## src/rtl/pes_checksum_stream.sv

```systemverilog
// Streaming 16-bit one's-complement checksum over DATA_W-bit beats with a held result handshake.
// Optional frame verification output out_ok is enabled by defining PES_CHECKSUM_VERIFY_EN.
module pes_checksum_stream #(
    parameter int DATA_W = 32,
    parameter int CNT_W  = 16
) (
    input  logic              clk,
    input  logic              rst_n,
    input  logic              in_valid,
    output logic              in_ready,
    input  logic [DATA_W-1:0] in_data,
    input  logic              in_last,
    output logic              out_valid,
    input  logic              out_ready,
    output logic [15:0]       out_checksum,
    output logic [CNT_W-1:0]  out_beats
`ifdef PES_CHECKSUM_VERIFY_EN
    ,
    output logic              out_ok
`endif
);

    localparam int LANES = DATA_W / 16;

    typedef enum logic {ACCUM, DONE} state_t;

    state_t           state;
    logic [15:0]      acc;
    logic [CNT_W-1:0] beats;

    logic [31:0]      raw;
    logic [31:0]      fold1;
    logic [15:0]      folded;
    logic [CNT_W-1:0] beats_inc;

    // 32-bit raw sum is wide enough for acc plus up to 65535 lanes; two folds then fit 16 bits.
    always_comb begin
        raw = {16'h0000, acc};
        for (int unsigned k = 0; k < LANES; k++) begin
            raw = raw + {16'h0000, in_data[DATA_W-1-16*k -: 16]};
        end
        fold1     = {16'h0000, raw[15:0]} + {16'h0000, raw[31:16]};
        folded    = fold1[15:0] + fold1[31:16];
        beats_inc = (beats == '1) ? beats : beats + CNT_W'(1);
    end

    always_ff @(posedge clk or negedge rst_n) begin
        if (!rst_n) begin
            state        <= ACCUM;
            in_ready     <= 1'b1;
            out_valid    <= 1'b0;
            out_checksum <= '0;
            out_beats    <= '0;
            acc          <= '0;
            beats        <= '0;
`ifdef PES_CHECKSUM_VERIFY_EN
            out_ok       <= 1'b0;
`endif
        end else begin
            case (state)
                ACCUM: begin
                    if (in_valid) begin
                        if (in_last) begin
                            out_checksum <= ~folded;
                            out_beats    <= beats_inc;
`ifdef PES_CHECKSUM_VERIFY_EN
                            out_ok       <= (folded == 16'hFFFF);
`endif
                            acc          <= '0;
                            beats        <= '0;
                            state        <= DONE;
                            in_ready     <= 1'b0;
                            out_valid    <= 1'b1;
                        end else begin
                            acc   <= folded;
                            beats <= beats_inc;
                        end
                    end
                end
                DONE: begin
                    if (out_ready) begin
                        state     <= ACCUM;
                        in_ready  <= 1'b1;
                        out_valid <= 1'b0;
                    end
                end
                default: begin
                    state     <= ACCUM;
                    in_ready  <= 1'b1;
                    out_valid <= 1'b0;
                end
            endcase
        end
    end

endmodule

```

## config.mk

```make
export PLATFORM = sky130hd
export DESIGN_NAME = pes_checksum_stream
export DESIGN_NICKNAME = d
export VERILOG_FILES = /design/src/rtl/pes_checksum_stream.sv
export SDC_FILE = /design/constraint.sdc
export NUM_CORES = 1
export LEC_CHECK = 0
export CAP_MARGIN = 15
export CORE_MARGIN = 4
export CORE_UTILIZATION = 40
export CTS_CLUSTER_SIZE = 40
export DETAILED_ROUTE_END_ITERATION = 6
export HOLD_SLACK_MARGIN = 0.06
export SLEW_MARGIN = 10
export SYNTH_ARGS = -nofsm -noshare
export SYNTH_HDL_FRONTEND = slang
export SYNTH_SLANG_ARGS = --single-unit
```

## constraint.sdc

```tcl
create_clock -name clk -period 6.6 [get_ports clk]
set_clock_uncertainty 0.05 [all_clocks]
set_input_delay 1.98 -clock clk [delete_from_list [all_inputs] [get_ports clk]]
set_output_delay 1.98 -clock clk [all_outputs]
set_load 0.05 [all_outputs]
```

=== Word-level counts from Yosys, hierarchy flattened ===
Cells that the tools add are included.

* Word-level logic and storage cells: 36
* Flip-flop bits (word level): 67
* Bits of input ports: 37

* Reductions and logical operators: 3
* Eq/ne operators: 4
* $add $sub $neg: 5
* Muxes and demuxes: 15
* Bitwise gates (word level): 2

{| class="wikitable"
|+ Operators by type and width
! kind !! count
|-
| 16-bit two-way mux || 3
|-
| 17-bit by 16-bit adder with 18-bit output || 1
|-
| 16-bit by 16-bit adder with 17-bit output || 1
|-
| 16-bit by 2-bit adder with 17-bit output || 1
|-
| 16-bit by 1-bit adder with 16-bit output || 1
|-
| 16-bit by 1-bit adder with 16-bit output (second input constant) || 1
|-
| 16-bit equality test (second input constant) || 1
|-
| 16-bit inverter || 1
|-
| 1-bit two-way mux || 9
|-
| 2-bit != test (second input constant) || 3
|-
| 1-bit case mux with 2 select lines || 3
|-
| 3-bit AND reduction || 2
|-
| 2-bit AND reduction || 1
|-
| 1-bit inverter || 1
|}

=== Longest topological paths before layout ===
* Word-level depth: 5
* Mapped depth: 26

=== Worst setup path before layout ===
No wires, ideal clock.

* Kind: input-to-reg
* Start: input port in_data[1]
* End: register out_checksum[14]
* Data required time: 6.424 ns
* Cell stages on the path: 26
* Setup slack: -0.958 ns
* Path buffers: 0
* Library setup time: 0.126 ns
* Data arrival time: 7.382 ns
* Cells stage by stage: fa_1 ha_1 inv_1 fa_1 nand2b_1 a211oi_1 o21a_1 o41a_1 o21ai_0 nand2b_1 a21oi_1 nor2b_1 fa_1 and3_1 and3_2 and3b_1 and4_1 ha_1 ha_1 and3_2 nand2_1 or4_4 or3_4 o31ai_4 nor3_1 a221o_1

* Cells in the longest elaborated chain, start to end: 4

{| class="wikitable"
|+ RTL lines
! item !! RTL line !! source
|-
| from (decl) || 11 || <nowiki>input logic [DATA_W-1:0] in_data,</nowiki>
|-
| 17-bit by 16-bit adder with 18-bit output || 40 || <nowiki>raw = raw + {16'h0000, in_data[DATA_W-1-16*k -: 16]};</nowiki>
|-
| 16-bit by 2-bit adder with 17-bit output || 42 || <nowiki>fold1 = {16'h0000, raw[15:0]} + {16'h0000, raw[31:16]};</nowiki>
|-
| 16-bit by 1-bit adder with 16-bit output || 43 || <nowiki>folded = fold1[15:0] + fold1[31:16];</nowiki>
|-
| 16-bit inverter || 64 || <nowiki>out_checksum <= ~folded;</nowiki>
|-
| to (signal assigned) || 64 ||
|-
| to (decl) || 15 || <nowiki>output logic [15:0] out_checksum,</nowiki>
|}

No other way between the ends.
A chain may end at the register's enable or synchronous reset.

=== Worst setup path in the final report ===
* Start: input port in_data[28]
* End: register out_checksum[14]

* Cells in the longest elaborated chain, start to end: 5

{| class="wikitable"
|+ RTL lines
! item !! RTL line
|-
| 16-bit by 16-bit adder with 17-bit output || 40
|-
| 17-bit by 16-bit adder with 18-bit output || 40
|-
| 16-bit by 2-bit adder with 17-bit output || 42
|-
| 16-bit by 1-bit adder with 16-bit output || 43
|-
| 16-bit inverter || 64
|}

No other way between the ends.

==> results.txt <==
Post-layout min period - 7.10 ns
Setup violators final - 17
Post-synth EDFFs - 0
Final Slew Violations - 0
Total negative slack - -5.41 ns
Critical Path AT - 7.27 ns
P_leak - 0.00302 uW
Routed vias - 4223
Final instance area - 7020 sq um
Clock Sinks - 67
Library cells used by synthesis - 61
Die area - 13300 sq um
List of most frequent post-synthesis cells - nand2_1, dfrtp_1, o21ai_0, nor2_1
Delay-heaviest family, CP - simple AND/OR/NAND/NOR gates
Crit-path max FO - 2
Hold crit path type - reg2reg
First-pass GRT wire length - 21.2 mm
Share of layout cells above drive strength 1 - 0.339
Leading area contributor after synthesis - dfrtp_1
CP Data Required Time - 6.77 ns
Yosys reg bits - 67
CTS root buffer - clkbuf_16
Slew HR - 0.434
Avg WL per Cell - 16.0 microns
HPWL Detailed - 9.21 mm
Crit path launch type - input port
Slowest cell on crit path - fa_1
PnR worst setup slack - -0.503 ns
Layout Nets - 736
Die width - 115 microns
Syn_area_per_cell - 9.50 sq um
Chip Height - 115 microns
Synthesized net count - 561
Initial antenna violation count - 0
Top_reg_cell synth - dfrtp_1
MaxCap Viol Count - 0
Worst hold slack - 0.420 ns
Sequential element share of the synthesized area - 0.364
Drt pass-1 iters - 4
Antenna Nets Post-Route - 0
Starting DRT DRC Count - 241
PD cells - 663 nW/um^2
Ant diodes - 0
GRT Residual Overflow - 0
Post-CTS Hold Buffers - 0
I/O pins - 71
Status - finished, violations left
Most common cell in the netlist - nand2_1
Drt drc - 0
Netlist Area Pre-Place - 4620 sq um
Via count of the first global-routing pass - 4359
Critical path class - in2reg
Most frequent CP cell - and3_4
Post-synth top area share - 0.358
Violated checks - negative setup slack
Largest net degree at the start of global routing - 69
CTS tree - done
Core Box Area - 11100 sq um
Synthesized instance count - 486
Final worst-path cycle share - 1.08
Worst VDD drop - 0.404 mV
Max stage delay on crit path - 0.52 ns
Gpl congestion - 0.858
PortBufs - 70
Maximum buffer depth of the clock tree - 2
Setup crit end kind - register
Synthesis-to-layout area growth - 52.0%
Worst Max-Slew Pin Slew - 0.849 ns
Crit path cell chain - clkdlybuf4s50_1, fa_1, ha_1, or3_1, o211ai_1, o21bai_1, a21oi_2, xnor2_2, ha_2, fa_2, and3_4, and3_4, and3b_1, and4_4, ha_4, ha_4, and3_4, nand2_2, or4_4, or3_4, o31ai_4, nor3_2, a221o_1
Max Fclk - 0.141 GHz
Buffers & Inverters on Critical Path - 1
Placed cell area - 6160 sq um
DRT Wirelength - 12.9 mm
Worst-Skew Late Latency - 0.34 ns
Asr flop ratio synth - 1.00
CTS clk-pin slew, worst paths - 0.06 ns
Std-Cell Rows - 38
TritonCTS buffer count - 9
Synth area leaders - dfrtp_1, fa_1, nand2_1, ha_1, o21ai_0
Unrepaired setup endpoints after global routing - yes
Yosys warning total - 0
Initial Util - 0.417
H-tree Lvls - 3
All-Layer GR Usage - 0.202
Vias/cell - 5.24
Final hold violations - 0
## area by class of cell
cell class | instances | area, sq um
sequential | 67 | 1680
tap | 140 | 175
inverter | 7 | 26.3
fill | 948 | 4060
clock inverter | 6 | 65.1
timing repair buffer | 186 | 1580
multi-input combinational | 390 | 3270
clock buffer | 10 | 229
## path summary, 6_finish.rpt
| kind | start | to | slack, ns | cells past startpoint |
|---|---|---|---|---|
| worst min register to register | in_ready | in_ready | 0.42 | 2 |
| worst max register to register | acc[1] | out_checksum[14] | 0.87 | 26 |
| max in group asynchronous | rst_n | acc[12] | 4.16 | 2 |
| min in group asynchronous | rst_n | out_beats[15] | 1.78 | 2 |
| worst max-delay path | in_data[28] | out_checksum[14] | -0.50 | 23 |
| worst min-delay path | in_ready | in_ready | 0.42 | 2 |
## worst min-delay path, stage by stage, from the launching register on
cell and delay, ns:
dfstp_2 0.37, nand2_1 0.05, nand2_1 0.05
## repair_timing
item                                    CTS  global route
endpoints found under the setup margin   25            24
resized for setup                        97            43
buffers inserted                         17             8
pin swaps                                59            37
## sequential cells by signal, summed over array words and instances, names as in the netlist
| signal | flops |
|---|---|
| out_valid | 1 |
| out_beats | 16 |
| beats | 16 |
| acc | 16 |
| out_checksum | 16 |
| state | 1 |
| in_ready | 1 |
## where the power goes
part / switching, uW / internal, uW / leakage (uW)
Clock: 187 / 293 / 0.000143
Combinational: 1760 / 1790 / 0.00200
Sequential: 94.8 / 532 / 0.000879
Total: 2040 / 2610 / 0.00302
## routing by layer
layer | global-route usage | wire (microns)
met3 | 0.0334 | 567
met5 | 0 | 0
met4 | 0.0610 | 215
met1 | 0.266 | 5880
met2 | 0.343 | 6250
## per-stage QoR
| step | total power (uW) | setup WS (ns) | util | cells |
|---|---|---|---|---|
| 6_report | 4650 | -0.503 | 0.633 | 806 |
| 3_3_place_gp | 3560 | -1.22 | 0.556 | 767 |
| 5_1_grt | 4950 | -0.651 | 0.633 | 806 |
| 4_1_cts | 4400 | -0.505 | 0.616 | 799 |
| 3_5_place_dp | 3590 | -1.42 | 0.556 | 767 |
| 2_1_floorplan | 2220 | -0.811 | - | 486 |
## placed cells by master (no fill, tap or decap), types with 9 or more instances in the layout
| master | Yosys | final |
|---|---|---|
| buf_6 | 1 | 10 |
| buf_4 | 0 | 106 |
| ha_4 | 0 | 12 |
| clkdlybuf4s50_1 | 0 | 45 |
| a21oi_1 | 22 | 18 |
| nor2_1 | 31 | 29 |
| a22o_1 | 13 | 13 |
| fa_1 | 18 | 13 |
| o21ai_0 | 50 | 42 |
| nand4_1 | 13 | 13 |
| clkbuf_16 | 0 | 9 |
| nor3_1 | 15 | 12 |
| xor2_1 | 20 | 17 |
| nand3_1 | 12 | 9 |
| xnor2_1 | 22 | 17 |
| dfrtp_1 | 66 | 66 |
| nand2_1 | 67 | 64 |
## logic make-up (layout without fill, tap and decap cells)
kind of cell	count (synthesis)	in the layout	share of synthesized area
AOI/OAI and AO/OA	123	123	0.176
xor gates and xnor gates	47	47	0.101
adders and majority gates	38	38	0.132
buffers and inverters	29	209	0.0274
DFF	67	67	0.364
muxes	3	3	0.00651
and+or+nand+nor	179	179	0.193
Power figures use the tool's default switching activity.
